==> src/rtl/frame_buf_sched.sv <==
// Capture frame-buffer scheduler: tracks ownership of NBUF video buffers between the
// camera write path and two register-mapped readers (NIOS = port 0, HPS = port 1).
module frame_buf_sched #(
    parameter int NBUF = 4,
    parameter int IDXW = 3
) (
    input  logic            clk,
    input  logic            rst,
    input  logic            frame_start,
    input  logic            frame_done,
    output logic [IDXW-1:0] wr_buf,
    output logic            wr_en,
    output logic [IDXW-1:0] nr_buf,
    output logic [IDXW-1:0] hr_buf,
    output logic            nr_held,
    output logic            hr_held,
    input  logic [1:0]      nr_address,
    input  logic            nr_bus_enable,
    input  logic            nr_rw,
    input  logic [31:0]     nr_write_data,
    output logic [31:0]     nr_read_data,
    output logic            nr_acknowledge,
    output logic            nr_irq,
    input  logic [1:0]      hr_address,
    input  logic            hr_bus_enable,
    input  logic            hr_rw,
    input  logic [31:0]     hr_write_data,
    output logic [31:0]     hr_read_data,
    output logic            hr_acknowledge,
    output logic            hr_irq
);
    typedef enum logic [2:0] {B_FREE, B_FILLING, B_READY, B_HELD_N, B_HELD_H} buf_state_e;

    localparam int NP = 2;

    buf_state_e      bst_q [NBUF];
    buf_state_e      bst_d [NBUF];

    logic            bus_en   [NP];
    logic [1:0]      addr_in  [NP];
    logic            rw_in    [NP];
    logic            wbit0_in [NP];

    logic            ack_q    [NP];
    logic [1:0]      addr_q   [NP];
    logic            rw_q     [NP];
    logic            wbit0_q  [NP];
    logic            irq_q    [NP];
    logic [31:0]     rdata    [NP];
    logic [15:0]     drops_q;
    logic [15:0]     drops_d;
    logic [IDXW-1:0] wr_buf_q;
    logic            wr_en_q;

    logic            claim_req [NP];
    logic            rel_req   [NP];
    logic            irq_clr   [NP];
    logic            drop_clr  [NP];

    logic            fill_vld, rdy_vld, free_vld;
    logic [IDXW-1:0] rdy_idx, free_idx;
    logic            held_vld [NP];
    logic [IDXW-1:0] held_idx [NP];
    logic            claim_n_ok, claim_h_ok, done_ok;

    logic            unused_wdata;
    assign unused_wdata = ^{nr_write_data[31:1], hr_write_data[31:1]};

    assign bus_en[0]   = nr_bus_enable;
    assign bus_en[1]   = hr_bus_enable;
    assign addr_in[0]  = nr_address;
    assign addr_in[1]  = hr_address;
    assign rw_in[0]    = nr_rw;
    assign rw_in[1]    = hr_rw;
    assign wbit0_in[0] = nr_write_data[0];
    assign wbit0_in[1] = hr_write_data[0];

    // Scan downwards so the lowest-index FREE buffer is the one left in free_idx.
    always_comb begin
        fill_vld = 1'b0;
        rdy_vld  = 1'b0;
        rdy_idx  = '0;
        free_vld = 1'b0;
        free_idx = '0;
        for (int p = 0; p < NP; p++) begin
            held_vld[p] = 1'b0;
            held_idx[p] = '0;
        end
        for (int i = NBUF - 1; i >= 0; i--) begin
            case (bst_q[i])
                B_FREE:    begin free_vld = 1'b1;    free_idx = IDXW'(i);    end
                B_FILLING: fill_vld = 1'b1;
                B_READY:   begin rdy_vld = 1'b1;     rdy_idx = IDXW'(i);     end
                B_HELD_N:  begin held_vld[0] = 1'b1; held_idx[0] = IDXW'(i); end
                B_HELD_H:  begin held_vld[1] = 1'b1; held_idx[1] = IDXW'(i); end
                default:   ;
            endcase
        end
    end

    generate
        for (genvar gi = 0; gi < NP; gi++) begin : g_port
            assign claim_req[gi] = ack_q[gi] && !rw_q[gi] && (addr_q[gi] == 2'd1);
            assign rel_req[gi]   = ack_q[gi] && !rw_q[gi] && (addr_q[gi] == 2'd2);
            assign irq_clr[gi]   = ack_q[gi] && !rw_q[gi] && (addr_q[gi] == 2'd0) && wbit0_q[gi];
            assign drop_clr[gi]  = ack_q[gi] && !rw_q[gi] && (addr_q[gi] == 2'd3);
        end
    endgenerate

    // Claims see the pre-cycle READY buffer; NIOS has priority when both commit together.
    assign claim_n_ok = claim_req[0] && !held_vld[0] && rdy_vld;
    assign claim_h_ok = claim_req[1] && !held_vld[1] && rdy_vld && !claim_n_ok;
    assign done_ok    = frame_done && fill_vld;

    function automatic buf_state_e buf_next(input buf_state_e cur, input logic pick,
                                            input logic start, input logic done,
                                            input logic cl_n, input logic cl_h,
                                            input logic rel_n, input logic rel_h);
        buf_state_e nxt;
        nxt = cur;
        case (cur)
            B_FREE:    if (start && pick) nxt = B_FILLING;
            B_FILLING: if (done) nxt = B_READY; else if (start) nxt = B_FREE;
            B_READY:   if (cl_n) nxt = B_HELD_N; else if (cl_h) nxt = B_HELD_H;
                       else if (done) nxt = B_FREE;
            B_HELD_N:  if (rel_n) nxt = B_FREE;
            B_HELD_H:  if (rel_h) nxt = B_FREE;
            default:   nxt = B_FREE;
        endcase
        return nxt;
    endfunction

    generate
        for (genvar gi = 0; gi < NBUF; gi++) begin : g_buf
            assign bst_d[gi] = buf_next(bst_q[gi], free_vld && (free_idx == IDXW'(gi)),
                                        frame_start, done_ok, claim_n_ok, claim_h_ok,
                                        rel_req[0], rel_req[1]);
        end
    endgenerate

    always_comb begin
        drops_d = drops_q;
        if (drop_clr[0] || drop_clr[1]) drops_d = '0;
        if (frame_start && !free_vld && (drops_d != 16'hFFFF)) drops_d = drops_d + 16'd1;
    end

    always_ff @(posedge clk) begin
        if (!rst) begin
            for (int i = 0; i < NBUF; i++) bst_q[i] <= B_FREE;
            for (int p = 0; p < NP; p++) begin
                ack_q[p]   <= 1'b0;
                addr_q[p]  <= '0;
                rw_q[p]    <= 1'b0;
                wbit0_q[p] <= 1'b0;
                irq_q[p]   <= 1'b0;
            end
            drops_q  <= '0;
            wr_buf_q <= '0;
            wr_en_q  <= 1'b0;
        end else begin
            for (int i = 0; i < NBUF; i++) bst_q[i] <= bst_d[i];
            for (int p = 0; p < NP; p++) begin
                ack_q[p] <= bus_en[p] && !ack_q[p];
                if (bus_en[p] && !ack_q[p]) begin
                    addr_q[p]  <= addr_in[p];
                    rw_q[p]    <= rw_in[p];
                    wbit0_q[p] <= wbit0_in[p];
                end
                if (done_ok) irq_q[p] <= 1'b1;
                else if (irq_clr[p]) irq_q[p] <= 1'b0;
            end
            drops_q <= drops_d;
            if (frame_start) begin
                wr_en_q <= free_vld;
                if (free_vld) wr_buf_q <= free_idx;
            end else if (frame_done) begin
                wr_en_q <= 1'b0;
            end
        end
    end

    always_comb begin
        for (int p = 0; p < NP; p++) begin
            rdata[p] = '0;
            if (ack_q[p] && rw_q[p]) begin
                case (addr_q[p])
                    2'd0: begin
                        rdata[p][IDXW-1:0]  = rdy_idx;
                        rdata[p][8]         = rdy_vld;
                        rdata[p][9]         = irq_q[p];
                        rdata[p][10]        = held_vld[p];
                        rdata[p][16 +: IDXW] = held_idx[p];
                    end
                    2'd1: begin
                        rdata[p][0]         = held_vld[p];
                        rdata[p][8 +: IDXW] = held_idx[p];
                    end
                    2'd3:    rdata[p][15:0] = drops_q;
                    default: ;
                endcase
            end
        end
    end

    assign wr_buf         = wr_buf_q;
    assign wr_en          = wr_en_q;
    assign nr_buf         = held_idx[0];
    assign hr_buf         = held_idx[1];
    assign nr_held        = held_vld[0];
    assign hr_held        = held_vld[1];
    assign nr_read_data   = rdata[0];
    assign hr_read_data   = rdata[1];
    assign nr_acknowledge = ack_q[0];
    assign hr_acknowledge = ack_q[1];
    assign nr_irq         = irq_q[0];
    assign hr_irq         = irq_q[1];
endmodule

==> config.mk <==
export PLATFORM = sky130hd
export DESIGN_NAME = frame_buf_sched
export DESIGN_NICKNAME = d
export VERILOG_FILES = /design/src/rtl/frame_buf_sched.sv
export SDC_FILE = /design/constraint.sdc
export NUM_CORES = 1
export LEC_CHECK = 0
export ABC_CLOCK_PERIOD_IN_PS = 6600
export CORE_AREA = 3 3 113 93
export CTS_BUF_LIST = sky130_fd_sc_hd__clkbuf_8
export DETAILED_ROUTE_END_ITERATION = 10
export DIE_AREA = 0 0 116 96
export PLACE_DENSITY_LB_ADDON = 0.1
export SLEW_MARGIN = 20
export SYNTH_ARGS = -nofsm -noshare
export SYNTH_HDL_FRONTEND = slang
export SYNTH_SLANG_ARGS = --single-unit
==> constraint.sdc <==
create_clock -name clk -period 6.6 [get_ports clk]
set_input_delay 1.32 -clock clk [delete_from_list [all_inputs] [get_ports clk]]
set_output_delay 1.32 -clock clk [all_outputs]
set_load 0.01 [all_outputs]
Word-level counts from Yosys, hierarchy flattened. Memories as Yosys holds them, arrays and structs flattened. Cells that the tools add are included.

$add $sub $neg: 1. Eq/ne operators: 26. Muxes and demuxes: 125. Bitwise gates (word level): 16. Reduce and logical (&&, ||, !) cells: 50.

Operators with widths (number): 3-bit two-way mux (50); 3-bit one-hot mux with 5 select lines (4); 1-bit two-way mux (51); 19-bit two-way mux (2); 1-bit logical AND (32); 16-bit two-way mux (2); 3-bit by 2-bit equality test with 1-bit output (second input constant) (10); 5-bit two-way mux (4); 3-bit one-hot mux with 3 select lines (2); 16-bit by 1-bit adder with 16-bit output (second input constant) (1); 16-bit inequality test (second input constant) (1); 1-bit bitwise OR (16); 3-bit by 1-bit equality test with 1-bit output (second input constant) (5); 3-bit zero test (5); 3-bit equality test (second input constant) (4); 2-bit two-way mux (6); 2-bit equality test (second input constant) (4); 1-bit zero test (8); 2-bit one-hot mux with 2 select lines (2); 1-bit one-hot mux with 3 select lines (2); 2-bit by 1-bit equality test with 1-bit output (second input constant) (2); 2-bit zero test (2); 2-bit AND reduction (1); 2-bit nonzero test (1); 1-bit logical OR (1).

Register bits after elaboration: 20. RAM bits: 24. Bits of input ports: 76. Output and inout bits: 80. Logic and storage cells: 227. Memories: 6.

Memories: bst_q (depth 4, width 3, read ports 4, clocked after Yosys merged registers in 0, write ports 4, RTL line 36) `buf_state_e bst_q [NBUF];`; addr_q (depth 2, width 2, read ports 2, clocked after Yosys merged registers in 0, write ports 2, RTL line 45) `logic [1:0] addr_q [NP];`; ack_q (depth 2, width 1, read ports 2, clocked after Yosys merged registers in 0, write ports 2, RTL line 44) `logic ack_q [NP];`; irq_q (depth 2, width 1, read ports 2, clocked after Yosys merged registers in 0, write ports 2, RTL line 48) `logic irq_q [NP];`; rw_q (depth 2, width 1, read ports 2, clocked after Yosys merged registers in 0, write ports 2, RTL line 46) `logic rw_q [NP];`; wbit0_q (depth 2, width 1, read ports 2, clocked after Yosys merged registers in 0, write ports 2, RTL line 47) `logic wbit0_q [NP];`.

Longest topological paths before layout. Gate-level depths: netlist (run 1). An unclocked memory read counts as a cell.

Word-level depth: 15. Mapped depth: 10. Depth with buffers taken out: 10.

Worst setup path before layout (run 1). No wires, ideal clock.

Path kind: in2reg. From: in frame_start. To: reg drops_q[12]. Setup time: 59 ps. Data arrival time: 3138 ps. Required time: 6541 ps. Slack: 3402 ps. Stages: 6. Buffers on the path: 1. Cell sequence: buf_2 o31ai_1 or4_4 or4_4 or4_1 nand2_1.

Cells in the longest elaborated chain, start to end: 3.

Ends and longest elaborated chain: start: declaration (RTL line 9) `input logic frame_start,`; 1-bit logical AND (2 in series) (RTL line 144) `if (frame_start && !free_vld && (drops_d != 16'hFFFF)) drops_d = drops_d + 16'd1;`; 16-bit two-way mux (RTL line 144); end signal: assignment (RTL line 172) `drops_q <= drops_d;`; end: declaration (RTL line 50) `logic [15:0] drops_q;`.

No other way between the ends. A chain may end at the register's enable or synchronous reset.

==> results.py, run 1 <==
metrics = {
    "global_routing": {
        "grt_max_degree": 19,
        "busiest_layer": "met2",
        "met2_usage_pct": 25.8,
        "antenna_found_initial": 0,
        "use_met1_pct": 23.3,
        "grt_use_met3_pct": 2.51,
        "grt_pass1_wl_um": 14300,
        "track_usage_pct": 16.4,
        "grt_overflow": 0,
        "grt_pass1_vias": 2798,
    },
    "flow_run": {
        "maxCapViolCount": 0,
    },
    "synth": {
        "ys.flop_type": "dfxtp_1",
        "synth.distinct_cells": 61,
        "synth_top_family_by_area": "simple AND/OR/NAND/NOR gates",
        "synth_edf_count": 9,
        "yosys_warnings": 0,
        "ys_seq_area_share_pct": 29.1,
        "syn_area_mm2": 0.00327,
        "avgSynthCellArea_um2": 7.94,
        "synth-simple-area-share_pct": 34.9,
        "muxShareOfSynthArea_pct": 0.612,
        "async_flop_share_pct": 0,
        "synth_compound_area_share_pct": 17.9,
        "syn_inst": 412,
        "synthXorXnorAreaFrac_pct": 1.87,
        "synth_seq_cells": 43,
        "synthAdderAreaFrac_pct": 4.21,
    },
    "pwr": {
        "p_leak_nw": 1.43,
        "ir_drop_uv": 129,
        "pwr_density_cell_mw_per_mm2": 209,
    },
    "cts": {
        "cts.sinks": 43,
        "cts_hold_buf": 0,
        "cts_buffer_depth": 2,
        "cts_tree": "done",
        "clk_latency_ns": 0.29,
        "numCtsBuffers": 5,
        "cts_resized": 0,
        "post_cts_buffers": 0,
        "h-tree-depth": 2,
        "cts.clk_slew.worst_paths_ns": 0.08,
        "cts-root-buf": "clkbuf_8",
    },
    "sta": {
        "period_share_pct": 64.3,
        "finalSetupViolCount": 0,
        "rsz0062_at_grt": "false",
        "setup_slack_ns": 2.36,
        "maxSlewViolCount": 0,
        "worst_pin_slew_ns": 1.01,
        "max_slew_margin_pct": 32.0,
        "fin_tns_setup_ns": 0,
        "min_period_ns": 4.24,
        "hold_viol": 0,
        "fmax_ghz": 0.236,
        "finClkSkew_ns": 0.00585,
    },
    "setup_path": {
        "crit_family": "simple AND/OR/NAND/NOR gates",
        "cp_cell_sequence": "nor3b_1, nor2_1, nor3b_1, nand4_1, a21oi_1, clkdlybuf4s50_1",
        "required_ns": 5.28,
        "worst-path-max-fanout": 14,
        "cp-end-kind": "output pin",
        "slowest_stage": "dfxtp_1",
        "path_common_cell": "nor3b_1",
        "cp-start-kind": "flip-flop",
        "cp_slowest_stage_delay_ns": 0.59,
        "critPathBufInv": 1,
        "worst_ep_arrival_time_ns": 2.92,
        "critical_path_class": "reg -> out",
    },
    "floorplan": {
        "row_count": 32,
        "dieHeight_um": 96,
        "core_area_mm2": 0.00953,
        "start_util_pct": 34.3,
        "die-area_mm2": 0.0111,
        "io_pins": 156,
        "die_x_um": 116,
    },
    "detailed_routing": {
        "drtAntennaViolNets": 0,
        "wl_per_cell_um": 16.2,
        "wl_um": 9330,
        "drt_pass1_iterations": 5,
        "drtIter0Drc": 198,
        "drc": 0,
        "vias": 3115,
        "vias_per_cell": 5.40,
    },
    "cells_and_area": {
        "n_antenna_cell": 0,
        "area_delta_synth_final_pct": 20.3,
        "fin_util_pct": 41.3,
        "fin_nets": 545,
        "drive_above_1_share_pct": 5.02,
        "fill_cells": 997,
    },
    "placed_design": {
        "dp_slack_ns": 2.48,
        "gp_congestion": 0.864,
        "port_buffers": 62,
        "dp_hpwl_um": 7140,
    },
    "worst_hold_path": {
        "min_path_type": "reg -> reg",
    },
    "outcome": {
        "status": "finished clean",
    },
}
[worst min-delay path, cell delays in order, from the launching register on]
cell	delay [ns]
dfxtp_1	0.31
inv_1	0.05
a21oi_1	0.05
[where the power goes]
group	total [mW]	internal [mW]	switching, mW
logic	0.274	0.117	0.158
registers	0.343	0.295	0.0476
clock network	0.204	0.110	0.0948
total	0.821	0.521	0.300
[stage by stage]
step	total power [mW]	area (um2)	hold WS, ns	cells
4_1_cts	0.823	3940	0.453	577
5_1_grt	0.867	3940	0.477	577
3_5_place_dp	0.617	3830	0.440	570
2_1_floorplan	0.543	3380	0.465	442
3_3_place_gp	0.617	3830	0.433	570
6_report	0.821	3940	0.446	577
[cell usage in the layout (no fill, tap or decap), drive strengths merged, types with 5 or more instances in the layout]
cell and count:
a2111oi 7, or4 5, nor2b 5, nor3 14
nand4 8, ha 11, clkdlybuf4s50 62, dfxtp 34
and4 5, o21ai 9, inv 12, edfxtp 9
nand2 31, conb 31, a222oi 6, xnor2 6
or3b 5, nand3 15, and2 32, or2 5
a21oi 18, clkbuf 5, nand3b 12, nor2 38
nor3b 10
[per-layer routing]
layer,vias to the layer above,routed length [um]
li1,1529,-
met2,107,4190
met3,6,498
met4,0,78
met1,1473,4560
met5,-,0
[worst paths after layout]
check / slack (ns) / depth (start not counted) / end / start
setup reg to reg: 3.16 / 10 / drops_q[2] / addr_q[0][1]
setup / recovery: 2.36 / 6 / hr_read_data[1] / bst_q[3][1]
hold reg to reg: 0.45 / 2 / wr_buf[1] / wr_buf[1]
hold / removal: 0.45 / 2 / wr_buf[1] / wr_buf[1]
[sequential cells by signal, summed over array words and instances (netlist names)]
signal   flops
drops_q     16
irq_q        2
wr_buf       2
wbit0_q      2
rw_q         2
bst_q       12
wr_en        1
addr_q       4
ack_q        2
[logic make-up (layout without fill, tap and decap cells)]
logic type | count (synthesis) | after routing
other | 1 | 31
buffers and inverters | 66 | 82
multiplexers | 2 | 2
XOR/XNOR | 7 | 7
AND/OR/NAND/NOR | 202 | 202
AO/OA/AOI/OAI | 80 | 80
flip-flops | 43 | 43
adder cells (fa/ha/maj) | 11 | 11
[area by class of cell]
class | instances | area [um2] | share of cell area [%]
flip-flops and latches | 43 | 951 | 24.2
clock buffers | 5 | 68.8 | 1.75
well taps | 119 | 149 | 3.78
inverters | 12 | 45.0 | 1.14
clock inverters | 2 | 33.8 | 0.858
multi-input cells | 333 | 2060 | 52.4
repair buffers | 63 | 628 | 16.0
[Yosys cell counts (all sizes together) (5+ instances only)]
library cell	n	share of area, %
nor3	14	2.3
nor2	38	4.4
a2111oi	7	1.9
buf	38	8.2
nor2b	5	0.96
or3b	5	1.3
o21ai	9	1.4
or4	5	1.4
nor3b	10	2.3
nand3b	12	2.8
xnor2	6	1.6
clkbuf	16	1.8
a222oi	6	1.8
nand4	8	1.5
and2	32	6.1
a21oi	18	2.8
edfxtp	9	8.3
nand3	15	2.3
nand2	31	3.6
or2	5	0.96
and4	5	1.3
dfxtp	34	21
inv	11	1.3
ha	11	4.2
No activity file was read; power rests on OpenSTA's default activity.
==> run 2, diff against run 1 <==
ABC_CLOCK_PERIOD_IN_PS = 4200   (was 6600)
clock period = 4.2 ns   (was 6.6 ns; I/O delays follow)
==> results.py, run 2 (same netlist as run 1, synthesis figures left out) <==
metrics = {
    "outcome": {
        "status": "finished clean",
    },
    "floorplan": {
        "row_count": 32,
        "start_util_pct": 34.3,
        "dieHeight_um": 96,
        "core_area_mm2": 0.00953,
        "io_pins": 156,
        "die-area_mm2": 0.0111,
        "die_x_um": 116,
    },
    "cts": {
        "cts_buffer_depth": 2,
        "cts_tree": "done",
        "numCtsBuffers": 5,
        "cts.sinks": 43,
        "cts.clk_slew.worst_paths_ns": 0.09,
        "cts-root-buf": "clkbuf_8",
        "clk_latency_ns": 0.29,
        "cts_resized": 0,
        "post_cts_buffers": 0,
        "h-tree-depth": 2,
        "cts_hold_buf": 0,
    },
    "cells_and_area": {
        "area_delta_synth_final_pct": 21.7,
        "multi_input_area_mm2": 0.00206,
        "n_antenna_cell": 0,
        "final_cell_mix": "clkdlybuf4s50_1 (62), nor2_1 (38), dfxtp_1 (34)",
        "fin_util_pct": 41.8,
        "layout_commonest_cell": "clkdlybuf4s50_1",
        "largest-register": "drops_q",
        "fin_nets": 551,
        "largest_reg_flops": 16,
        "reg_top3": "drops_q (16), bst_q (12), addr_q (4)",
        "drive_above_1_share_pct": 6.25,
        "regArea_um2": 951,
        "fill_cells": 982,
        "fin_cells": 583,
    },
    "placed_design": {
        "port_buffers": 62,
        "gp_congestion": 0.879,
        "dp_slack_ns": 0.862,
        "dp.cells": 576,
        "dp_hpwl_um": 7130,
    },
    "global_routing": {
        "grt_pass1_wl_um": 13800,
        "antenna_found_initial": 0,
        "grt_overflow": 0,
        "grt_max_degree": 15,
        "track_usage_pct": 15.9,
        "grt_pass1_vias": 2701,
    },
    "sta": {
        "fin_tns_setup_ns": 0,
        "fmax_ghz": 0.283,
        "setup_slack_ns": 0.668,
        "worst_pin_slew_ns": 0.827,
        "period_share_pct": 84.1,
        "min_period_ns": 3.53,
        "rsz0062_at_grt": "false",
        "maxSlewViolCount": 0,
        "finClkSkew_ns": 0.00618,
        "finalSetupViolCount": 0,
        "max_slew_margin_pct": 43.5,
        "hold_viol": 0,
    },
    "pwr": {
        "ir_drop_uv": 146,
        "p_leak_nw": 1.46,
        "power_mw": 1.29,
        "pwr_density_cell_mw_per_mm2": 324,
    },
    "setup_path": {
        "cp-start-kind": "flip-flop",
        "crit_start": "bst_q[3][2]",
        "slowest_stage": "clkdlybuf4s50_1",
        "cp_cell_sequence": "or3b_2, nand2b_1, a21oi_1, a222oi_1, nor2_1, clkdlybuf4s50_1",
        "timing.rr.end": "drops_q[12]",
        "required_ns": 3.36,
        "r2r_slack_ns": 1.05,
        "cp-end-kind": "output pin",
        "worst_ep_arrival_time_ns": 2.69,
        "worst-path-max-fanout": 10,
        "cp_slowest_stage_delay_ns": 0.58,
        "r2r-start": "addr_q[0][3]",
        "crit_end": "hr_read_data[8]",
        "critical_path_class": "reg -> out",
        "reg2regPathDepth": 10,
    },
    "worst_hold_path": {
        "min_path_type": "reg -> reg",
    },
    "detailed_routing": {
        "drtIter0Drc": 186,
        "drc": 0,
        "vias": 3102,
        "drtAntennaViolNets": 0,
        "vias_per_cell": 5.32,
        "drt_pass1_iterations": 5,
        "wl_per_cell_um": 15.8,
        "wl_um": 9190,
    },
    "flow_run": {
        "maxCapViolCount": 0,
    },
}
==> run 2: cell count changes in the layout (fill, tap and decap cells not counted), sizes merged <==
cell / before / now
buf: 1 / 7
==> run 2: layer usage <==
layer / global-route usage, % / vias up / part of all wire [%]
met1: 22.0 / 1432 / 49
met2: 25.3 / 109 / 45
met3: 2.89 / 13 / 5.0
met5: 0 / - / 0
met4: 4.35 / 0 / 1.3
li1: - / 1548 / -
==> run 2: through the flow <==
| stage | area [um2] | hold WS [ns] |
|---|---|---|
| after CTS | 3980 | 0.446 |
| after global placement | 3880 | 0.435 |
| after global routing | 3980 | 0.468 |
| final | 3980 | 0.442 |
| after floorplan | 3380 | 0.465 |
| after detailed placement | 3880 | 0.432 |
==> run 2: worst min path at each step <==
stage                    from        end  slack (ns)  cells after the start
detailed placement  wr_buf[1]  wr_buf[1]        0.43                      2
floorplan           wr_buf[1]  wr_buf[1]        0.47                      2
global route        wr_buf[1]  wr_buf[1]        0.47                      2
finish              wr_buf[1]  wr_buf[1]        0.44                      2
CTS                 wr_buf[1]  wr_buf[1]        0.45                      2
global placement    wr_buf[1]  wr_buf[1]        0.43                      2
==> run 2: cell type report <==
type	instances	area share (%)
clock buffers	5	1.73
clock inverters	2	0.849
inverters	12	1.13
multi-input cells	333	51.8
flip-flops and latches	43	23.9
well taps	119	3.74
repair buffers	69	16.9
==> run 2: worst max-delay path, delay by kind of cell, from the launching register on <==
family | cells | cell delay, ns
buffers and inverters | 1 | 0.58
flip-flops | 1 | 0.51
AND/OR/NAND/NOR | 3 | 0.87
AO/OA/AOI/OAI | 2 | 0.45
==> run 2: power by group <==
group,switching (mW),internal [mW]
Sequential,0.0735,0.463
Combinational,0.246,0.186
Clock,0.147,0.172
